`src/rtl/power_up_sequencer.sv`:
```
// Staged reset release after first_reset completes: one stage every STAGE_DELAY
// cycles, ready after a final wait, full re-sequence on fault.
module power_up_sequencer #(
  parameter int NUM_STAGES   = 3,
  parameter int STAGE_DELAY  = 16,
  parameter int RESTART_HOLD = 4,
  parameter int CNT_W        = 8
) (
  input  logic                  clk,
  input  logic                  rst,
  input  logic                  init_rst,
  input  logic                  init_done,
  input  logic                  fault,
  output logic [NUM_STAGES-1:0] stage_rst,
  output logic                  ready,
  output logic [3:0]            restart_cnt,
  output logic [2:0]            seq_state
);

  // state   | meaning
  // IDLE    | all stages in reset, waiting for init_done
  // HOLD    | counting down to the first release
  // RELEASE | releasing stages one per STAGE_DELAY, then final wait
  // RUN     | all stages released, ready high
  // FAULT   | all stages re-held for RESTART_HOLD cycles
  localparam logic [2:0] S_IDLE    = 3'd0;
  localparam logic [2:0] S_HOLD    = 3'd1;
  localparam logic [2:0] S_RELEASE = 3'd2;
  localparam logic [2:0] S_RUN     = 3'd3;
  localparam logic [2:0] S_FAULT   = 3'd4;

  localparam int IDX_W = $clog2(NUM_STAGES + 1);
  localparam logic [CNT_W-1:0] STAGE_TC = CNT_W'(STAGE_DELAY - 1);
  localparam logic [CNT_W-1:0] HOLD_TC  = CNT_W'(RESTART_HOLD - 1);
  localparam logic [IDX_W-1:0] LAST_IDX = IDX_W'(NUM_STAGES);

  logic [2:0]            state_q, state_d;
  logic [NUM_STAGES-1:0] stage_rst_q, stage_rst_d;
  logic                  ready_q, ready_d;
  logic [3:0]            restart_cnt_q, restart_cnt_d;
  logic [CNT_W-1:0]      cnt_q, cnt_d;
  logic [IDX_W-1:0]      idx_q, idx_d;

  always_comb begin
    state_d       = state_q;
    stage_rst_d   = stage_rst_q;
    ready_d       = ready_q;
    restart_cnt_d = restart_cnt_q;
    cnt_d         = cnt_q;
    idx_d         = idx_q;

    if (init_rst) begin
      state_d     = S_IDLE;
      stage_rst_d = '1;
      ready_d     = 1'b0;
      cnt_d       = '0;
      idx_d       = '0;
    end else begin
      case (state_q)
        S_IDLE: begin
          stage_rst_d = '1;
          ready_d     = 1'b0;
          cnt_d       = '0;
          idx_d       = '0;
          if (init_done) state_d = S_HOLD;
        end
        S_HOLD, S_RELEASE: begin
          if (fault && state_q == S_RELEASE) begin
            state_d     = S_FAULT;
            stage_rst_d = '1;
            ready_d     = 1'b0;
            cnt_d       = '0;
            idx_d       = '0;
            if (restart_cnt_q != 4'hF) restart_cnt_d = restart_cnt_q + 4'd1;
          end else if (fault) begin
            cnt_d = '0;
          end else if (cnt_q == STAGE_TC) begin
            cnt_d = '0;
            // idx reaching NUM_STAGES means the post-release wait has elapsed
            if (idx_q == LAST_IDX) begin
              state_d = S_RUN;
              ready_d = 1'b1;
            end else begin
              state_d     = S_RELEASE;
              stage_rst_d = stage_rst_q & ~(NUM_STAGES'(1) << idx_q);
              idx_d       = idx_q + IDX_W'(1);
            end
          end else begin
            cnt_d = cnt_q + CNT_W'(1);
          end
        end
        S_RUN: begin
          if (fault) begin
            state_d     = S_FAULT;
            stage_rst_d = '1;
            ready_d     = 1'b0;
            cnt_d       = '0;
            idx_d       = '0;
            if (restart_cnt_q != 4'hF) restart_cnt_d = restart_cnt_q + 4'd1;
          end
        end
        S_FAULT: begin
          stage_rst_d = '1;
          ready_d     = 1'b0;
          if (fault) begin
            cnt_d = '0;
          end else if (cnt_q == HOLD_TC) begin
            state_d = S_IDLE;
            cnt_d   = '0;
          end else begin
            cnt_d = cnt_q + CNT_W'(1);
          end
        end
        default: begin
          state_d     = S_IDLE;
          stage_rst_d = '1;
          ready_d     = 1'b0;
          cnt_d       = '0;
          idx_d       = '0;
        end
      endcase
    end
  end

  always_ff @(posedge clk) begin
    if (!rst) begin
      state_q       <= S_IDLE;
      stage_rst_q   <= '1;
      ready_q       <= 1'b0;
      restart_cnt_q <= 4'd0;
      cnt_q         <= '0;
      idx_q         <= '0;
    end else begin
      state_q       <= state_d;
      stage_rst_q   <= stage_rst_d;
      ready_q       <= ready_d;
      restart_cnt_q <= restart_cnt_d;
      cnt_q         <= cnt_d;
      idx_q         <= idx_d;
    end
  end

  assign stage_rst   = stage_rst_q;
  assign ready       = ready_q;
  assign restart_cnt = restart_cnt_q;
  assign seq_state   = state_q;

endmodule

```
`config.mk`:
```
export PLATFORM = sky130hd
export DESIGN_NAME = power_up_sequencer
export DESIGN_NICKNAME = d
export VERILOG_FILES = /design/src/rtl/power_up_sequencer.sv
export SDC_FILE = /design/constraint.sdc
export NUM_CORES = 1
export LEC_CHECK = 0
export CAP_MARGIN = 20
export CORE_ASPECT_RATIO = 0.9
export CORE_MARGIN = 10
export CORE_UTILIZATION = 40
export CTS_BUF_LIST = sky130_fd_sc_hd__clkbuf_2 sky130_fd_sc_hd__clkbuf_4 sky130_fd_sc_hd__clkbuf_8
export DETAILED_ROUTE_END_ITERATION = 6
export HOLD_SLACK_MARGIN = 0.15
export PLACE_DENSITY = 0.59
export SLEW_MARGIN = 20
export SYNTH_ARGS = -nofsm -noshare
export SYNTH_HDL_FRONTEND = slang
export SYNTH_SLANG_ARGS = --single-unit
```
`constraint.sdc`:
```
create_clock -name clk -period 1.94 [get_ports clk]
set_input_delay 0.291 -clock clk [delete_from_list [all_inputs] [get_ports clk]]
set_output_delay 0.291 -clock clk [all_outputs]
set_load 0.02 [all_outputs]
```
# After elaboration in Yosys (flattened, before gate mapping)
# Cells that the tools add are included.
# word_totals
regBits	21
inputBits	5
output_inout_bits	11
elab_cells	80
# classes
add_sub_neg	3
n_eq_ne	17
shift	1
n_mux	38
bitwise	5
n_reduce_logical	10
# op_table
cell	count
2-to-1 mux 8 bit	6
2-to-1 mux 3 bit	12
one-hot mux 8 bit (3 select lines)	1
2-to-1 mux 4 bit	3
!= test 3 bit (second input constant)	4
one-hot mux 3 bit (4 select lines)	1
AND reduction 4 bit	3
2-to-1 mux 2 bit	5
!= test 2 bit (second input constant)	5
adder 8 x 1 -> 8 bit (second input constant)	1
equality test 8 x 2 -> 1 bit (second input constant)	1
equality test 8 x 4 -> 1 bit (second input constant)	1
one-hot mux 4 bit (2 select lines)	1
equality test 3 x 2 -> 1 bit (second input constant)	2
2-to-1 mux 1 bit	6
one-hot mux 2 bit (3 select lines)	1
one-hot mux 3 bit (2 select lines)	1
AND reduction 6 bit	1
AND reduction 5 bit	1
adder 4 x 1 -> 4 bit (second input constant)	1
!= test 4 bit (second input constant)	1
OR reduction 2 bit	2
bitwise AND 3 bit	1
equality test 3 x 1 -> 1 bit (second input constant)	1
other kinds (10)	12

# Logic depth before layout (Yosys ltp)
# Gate-level depths: netlist (run 1).
# depth
depth_word	8
ltp_mapped	7
depth_no_buf	6

# Least setup slack after synthesis (run 1)
# No wires, ideal clock.
# synth_timing
path_kind	reg-to-reg
from	reg state_q[1] (netlist: seq_state[1])
to	reg state_q[0] (netlist: seq_state[0])
setup_ps	70
arrival_ps	1816
t_required_ps	1870
setup_slack_ps	54
stages_incl_launch_ff	7
n_path_buf	1
cell_sequence	dfxtp_1 buf_2 and2b_2 o21ai_2 o21ai_2 or4_1 a21oi_1
# synth_via
elab_chain_len	4
word_cells_on_any_way	16
classes_between	eq/ne: 10; mux: 2; reduce/logical: 4
# synth_lines
element	line	source
start: declaration	37	logic [2:0] state_q, state_d;
start signal: assignment	134	state_q <= state_d;
equality test 3 x 2 -> 1 bit / equality test 3 x 1 -> 1 bit (equally long branches)	59, 68	
OR reduction 2 bit / logical AND 1 bit (equally long branches)	59, 68	
!= test 3 bit (no line) / 2-to-1 mux 3 bit (equally long branches)	-	
AND reduction 6 bit (no line) / one-hot mux 3 bit (4 select lines) (equally long branches)	-	
# Several ways; a longest one is shown, not always the timed one.
# A chain may end at the register's enable or synchronous reset.

# Final worst setup path (run 1)
# layout_timing
from	reg cnt_q[4]
to	reg state_q[0] (netlist: seq_state[0])
# layout_via
elab_chain_len	3
word_cells_on_any_way	5
classes_between	eq/ne: 4; reduce/logical: 1
# layout_lines
element	line	source
start: declaration	41	logic [CNT_W-1:0] cnt_q, cnt_d;
start signal: assignment	138	cnt_q <= cnt_d;
equality test 8 x 4 -> 1 bit / equality test 8 x 2 -> 1 bit (equally long branches)	77, 107	
!= test 3 bit (no line) / != test 2 bit (equally long branches)	-	
AND reduction 6 bit (no line) *	-	
# Every way passes the cells marked *; elsewhere a longest branch is shown, timed or not.

==> results of run 1 <==
## registers in the layout, indices dropped and copies added (netlist names)
name and cells:
cnt_q 8, idx_q 2, ready 1, restart_cnt 4
seq_state 3, stage_rst 3
## metal layers
layer  up-vias  global-route usage, %
li1        553                      -
met1       503                   12.7
met2        15                   16.8
met3         2                   3.45
met4         0                   1.21
met5         -                      0
## path summary, 6_finish.rpt
check	cells after the start	start	slack [ns]	end
hold / removal	2	ready	0.47	ready
setup / recovery	5	cnt_q[4]	0.06	seq_state[0]
setup reg to reg	5	cnt_q[4]	0.06	seq_state[0]
hold reg to reg	2	ready	0.47	ready
## placed cells by master, fill, tap and decap left out, drive strengths merged, types with 5 or more instances in the layout
cell / netlist / final
o21ai: 5 / 5
ha: 6 / 6
nand3: 7 / 7
buf: 5 / 19
a21oi: 6 / 6
a31oi: 8 / 8
inv: 5 / 5
clkdlybuf4s50: 0 / 15
nor2: 10 / 10
dfxtp: 21 / 21
nand2: 12 / 12
## cell type report
cell class	count	share of cell area, %
Multi-Input combinational cell	104	47.4
Sequential cell	21	27.2
Timing Repair Buffer	34	19.0
Tap cell	40	3.24
Clock buffer	4	1.94
Inverter	5	1.22
## synthesized netlist by cell type (3+ instances only)
cell type / count
and2_1: 3
inv_1: 5
o21ai_0: 3
nand3_1: 7
a2bb2oi_1: 3
and3_1: 3
nor2b_1: 4
clkbuf_1: 3
dfxtp_1: 21
nor2_1: 9
nand2_1: 12
nor3_1: 3
nand3b_1: 3
ha_1: 6
xor2_1: 3
a21oi_1: 6
a31oi_1: 8
## per-stage QoR
step                total power, mW  hold slack, ns  setup slack (ns)
floorplan                     0.520           0.413            0.0544
global placement              0.565           0.439            -0.211
detailed placement            0.568           0.456            -0.309
CTS                           0.803           0.476            0.0456
global route                  0.833           0.491          -0.00106
finish                        0.789           0.470            0.0616
## logic make-up (layout without fill, tap and decap cells)
kind of cell             count (synthesis)  in the layout  share of synthesized area, %
AO/OA/AOI/OAI                           32             32                          18.0
XOR/XNOR                                 5              5                          3.64
adder cells (fa/ha/maj)                  6              6                          6.24
buffers and inverters                   13             43                          5.82
flip-flops                              21             21                          34.9
multiplexers                             2              2                          1.66
AND/OR/NAND/NOR                         59             59                          29.7
## repair_timing
item,4_1_cts,5_1_grt
setup endpoints to repair,7,5
gates resized for setup,1,1
gates cloned,0,0
pin swaps,0,3
hold buffers,0,0
## where the power goes
part	total, mW	internal (mW)	switching [mW]
Sequential	0.438	0.435	0.00311
Clock	0.228	0.0941	0.134
Combinational	0.123	0.0601	0.0626
Total	0.789	0.589	0.199
## worst max-delay path, cell delays in order, from the launching register on
cell and delay (ns):
dfxtp_1 0.34, or4_4 0.58, nor2_4 0.19, o21ai_2 0.07, or4_1 0.50, a21oi_1 0.13
==> metrics.md, run 1 <==
| Metric | Value |
|---|---|
| Outcome | `completed` |
| Area post-placement | `about 0.0015 mm2` |
| Total CTS buffers | `3` |
| Initial drt markers | `50` |
| Via Count | `between 1000 and 1500` |
| Crit Path Class | `flop to flop` |
| Die height | `just over 70 um` |
| Core Region | `between 0.002 and 0.003 mm2` |
| Storage cell area | `roughly 420 um2` |
| Worst clock skew | `about 0.011 ns` |
| M1 wire length | `between 1 and 1.5 mm` |
| Min Clock Period, post-route | `1.88 ns` |
| Hold Path Class | `flop to flop` |
| Gr usage total | `about a tenth` |
| First-pass GRT wire length | `between 4 and 5 mm` |
| Die span in x | `77.8 um` |
| Routed length per instance | `approximately 13 um` |
| Register area share after synthesis | `34.9%` |
| Post-route cell area | `0.00154 mm2` |
| Crit path DAT | `2.13 ns` |
| EDFF count, synth | `0` |
| FMAX | `about 0.53 GHz` |
| CTS Sinks | `21` |
| Async SR Flop Fraction | `0%` |
| Placed insts | `about 200` |
| Yosys reg bits | `21` |
| Fin. Hold Viols | `0` |
| Final worst path period share | `96.8%` |
| Pwr dens | `511 mW/mm2` |
| Final Max Tran Viols | `0` |
| Cell taking the most area after synthesis | `dfxtp_1` |
| Ant diodes | `0` |
| Final #Nets | `180` |
| Rows | `18` |
| DRC | `0` |
| Met2 wire length | `1.24 mm` |
| Synth area leaders | `dfxtp_1, ha_1, a31oi_1` |
| Top Layer Used | `met4` |
| I/O pins | `16` |
| Via density | `5.16` |
| Post-CTS Setup Bufs | `0` |
| Post-Syn Area | `0.00120 mm2` |
| Pre-antenna DRT Iters | `4` |
| WL final | `approximately 2.7 mm` |
| P&R area growth vs syn | `28.3%` |
| Unique cell type count in the Yosys netlist | `43` |
| Share of the synthesized area in the top cell type | `a little over a third` |
| Post-synth top flop | `dfxtp_1` |
| Syn Nets | `approximately 150` |
| CP startpoint kind | `flop` |
| Worst path required time | `around 2.2 ns` |
| Syn Inst Count | `138` |
| CTS tree | `done` |
| CP endpoint kind | `flop` |
| Worst-path clk slew | `between 0.1 and 0.15 ns` |
| Initial antenna violation count | `0` |
| Largest net degree at the start of global routing | `15` |
| WL met3 | `between 100 and 150 um` |
| Clk Latency, worst-skew pair | `0.30 ns` |
| LEAKAGE | `about 0.61 nW` |
| H-tree levels | `1` |
| Placer Congestion | `0.830` |
| Fillers | `about 260` |
| Buffers on Ports | `15` |
| Routed Antenna Nets | `0` |
| Number of global-route vias before repair | `approximately 1000` |
| DP Wirelength | `between 2 and 2.5 mm` |
| Share of layout cells above drive strength 1 | `between 20 and 25%` |
| Setup_tns | `0 ns` |
| Final core utilization | `54.8%` |
| GRT overflow | `0` |
| CTS Buffer Depth | `2` |
| Synth Warn # | `0` |
| Max cap viols | `0` |
| Pin slew with the least headroom to its limit | `between 0.4 and 0.5 ns` |
| Root buffer cell | `clkbuf_4` |
| Rel. slew slack | `between 60% and 70%` |
| Die footprint | `between 0.005 and 0.006 mm2` |
| RSZ-0062 raised after global routing | `yes` |
| Syn avg cell area | `approximately 8.7 um2` |
| Area occupied by multi-input gates | `between 700 and 800 um2` |
| Non-Filler Instances | `~210` |
| Starting Density | `between 40% and 50%` |
| Peak supply drop | `around 290 uV` |
| Max Fanout on Critical Path | `3` |
| Setup Viol. Count Final | `0` |
Note: power is estimated with default switching activity, not from simulation.
==> inputs of run 2 (changes only) <==
Settings changed: CORE_ASPECT_RATIO 0.9 to 0.7, REMOVE_ABC_BUFFERS from default to 1.
Clock period 1.94 ns to 2.34 ns, I/O delays scaled along.
==> run 2 against run 1 <==
Net effect: sequential share of layout area is 2.0 points higher; critical path depth is 1 higher; setup slack better by 0.32 ns; largest cell class unchanged; worst hold slack better by 0.0020 ns; die area is 0.57% higher; global-route usage is 0.36 points higher; cell area is 6.8% lower; sequential power is 17% lower; critical endpoint unchanged; clock power is 7% higher; count of clock-buffer cells in the layout is 1 lower; fmax is 4.3% lower; non-clock buffer count is 14 lower.
==> metrics.md, run 2 (same netlist as run 1, synthesis figures left out) <==
| Metric | Value |
|---|---|
| Hold Buf Count CTS | `0 (unchanged)` |
| CTS Buffer Depth | `2 (unchanged)` |
| Crit path DAT | `2.16 ns (+0.03 ns)` |
| DP Wirelength | `2.08 mm (-1.9%)` |
| P&R area growth vs syn | `19.5%` |
| Non-Filler Instances | `190 (-8.7%)` |
| Share of layout cells above drive strength 1 | `13.0% (-7.3 points)` |
| Most frequent cells in the layout | `dfxtp_1, clkdlybuf4s50_1, nand2_1` |
| Rows | `16 (-2)` |
| Setup Viol. Count Final | `0 (unchanged)` |
| Gr usage total | `10.5% (+0.36 points)` |
| Outcome | `completed` |
| Max reg flops | `8 (unchanged)` |
| Total CTS buffers | `3 (unchanged)` |
| WL final | `2.77 mm (+1.5%)` |
| Pre-antenna DRT Iters | `4 (unchanged)` |
| Switching share of power | `25.6% (+0.31 points)` |
| Starting Density | `42.3% (-0.41 points)` |
| Area occupied by multi-input gates | `721 um2 (-1.5%)` |
| Sequential share of power | `52.3% (-3.3 points)` |
| Storage cell area | `420 um2 (unchanged)` |
| Ant diodes | `0 (unchanged)` |
| Pwr dens | `482 mW/mm2 (-5.6%)` |
| Max cap viols | `0 (unchanged)` |
| Via density | `5.48 (+6.3%)` |
| Worst clock skew | `0.00125 ns (-0.00989 ns)` |
| DRC | `0 (unchanged)` |
| CP startpoint kind | `flop` |
| Max Fanout on Critical Path | `9 (+6)` |
| Post-CTS Setup Bufs | `0 (unchanged)` |
| Peak supply drop | `232 uV (-19%)` |
| Via Count | `1042 (-2.9%)` |
| Die span in x | `85.6 um (+10%)` |
| Clock share of power | `35.1% (+6.2 points)` |
| Net Switching | `0.178 mW (-11%)` |
| Clk Latency, worst-skew pair | `0.26 ns (-0.04 ns)` |
| Placed insts | `186 (-8.8%)` |
| H-tree levels | `1 (unchanged)` |
| Setup_tns | `0 ns (unchanged)` |
| FMAX | `0.509 GHz (-4.3%)` |
| Buffers on Ports | `15 (unchanged)` |
| Root buffer cell | `clkbuf_8` |
| Die height | `65.9 um (-8.5%)` |
| Pin slew with the least headroom to its limit | `0.724 ns (+0.241 ns)` |
| Number of global-route vias before repair | `1019 (-2.8%)` |
| Min Clock Period, post-route | `1.96 ns (+0.0849 ns)` |
| Combinational power share | `12.5% (-3.0 points)` |
| Crit Path Class | `flop to flop` |
| LEAKAGE | `0.541 nW (-11%)` |
| Initial antenna violation count | `0 (unchanged)` |
| Fillers | `289 (+9.5%)` |
| Final Max Tran Viols | `0 (unchanged)` |
| CTS Sinks | `21 (unchanged)` |
| Final worst path period share | `83.9% (-13 points)` |
| Worst-path clk slew | `0.08 ns (-0.04 ns)` |
| Fin. Hold Viols | `0 (unchanged)` |
| CTS tree | `done` |
| Placer Congestion | `0.795 (-4.2%)` |
| Routed length per instance | `14.6 um (+11%)` |
| I/O pins | `16 (unchanged)` |
| CP endpoint kind | `flop` |
| Routed Antenna Nets | `0 (unchanged)` |
| RSZ-0062 raised after global routing | `no` |
| Largest reg by FF count | `cnt_q` |
| Largest net degree at the start of global routing | `15 (unchanged)` |
| Rel. slew slack | `51.7% (-16 points)` |
| CTS resizes | `0 (-1)` |
| Most common cell after layout, fill and taps aside | `dfxtp_1` |
| Core Region | `0.00284 mm2 (+0.98%)` |
| Initial drt markers | `54 (+8.0%)` |
| Hold Path Class | `flop to flop` |
| Die footprint | `0.00564 mm2 (+0.57%)` |
| GRT overflow | `0 (unchanged)` |
| Int Pwr | `0.516 mW (-12%)` |
| Final #Nets | `166 (-7.8%)` |
| First-pass GRT wire length | `4.94 mm (+2.4%)` |
| Worst path required time | `2.54 ns (+0.35 ns)` |
run 2: changes by cell type in the layout (fill, tap and decap cells not counted):
cell,previous run,this run
clkinv_2,0,1
clkbuf_4,4,0
buf_4,19,5
o32ai_2,0,1
o32ai_4,1,0
clkbuf_8,0,3
run 2: cell type report:
class	count	share of cell area [%]
clock buffer	3	2.87
tap	36	3.13
sequential	21	29.2
clock inverter	1	0.348
inverter	5	1.30
multi-input combinational	104	50.1
timing repair buffer	20	13.0
run 2: final timing paths:
kind | depth (start not counted) | end | startpoint | slack [ns]
max | 6 | seq_state[0] | seq_state[1] | 0.38
min | 2 | ready | ready | 0.47
max reg2reg | 6 | seq_state[0] | seq_state[1] | 0.38
min reg2reg | 2 | ready | ready | 0.47
run 2: power groups by stage:
| stage | logic (mW) | registers, mW | clock network (mW) |
|---|---|---|---|
| finish | 0.0869 | 0.363 | 0.244 |
| global route | 0.0980 | 0.364 | 0.268 |
| CTS | 0.0863 | 0.363 | 0.250 |
| detailed placement | 0.0858 | 0.372 | 0 |
| global placement | 0.0830 | 0.371 | 0 |
| floorplan | 0.0438 | 0.378 | 0 |
run 2: worst max-delay path, cell delays in order (launching register included):
cell,delay [ns]
dfxtp_1,0.35
buf_4,0.17
and2b_2,0.23
o21ai_2,0.33
o21ai_2,0.17
or4_1,0.52
a21oi_1,0.13
run 2: metrics by stage:
stage / setup slack [ns] / hold slack, ns / power, mW / area, um2 / util (%)
2_1_floorplan: 0.448 / 0.430 / 0.422 / 1150 / -
3_3_place_gp: 0.147 / 0.436 / 0.454 / 1390 / 48.7
3_5_place_dp: 0.0108 / 0.468 / 0.457 / 1390 / 48.7
4_1_cts: 0.151 / 0.479 / 0.700 / 1430 / 50.4
5_1_grt: 0.184 / 0.511 / 0.729 / 1440 / 50.6
6_report: 0.377 / 0.472 / 0.694 / 1440 / 50.6
run 2: metal layers:
layer / global-route usage (%) / vias to the layer above / routed length, um
met1: 13.1 / 500 / 1410
met5: 0 / - / 0
met2: 16.7 / 15 / 1180
li1: - / 525 / -
met3: 4.31 / 2 / 164
met4: 1.84 / 0 / 10
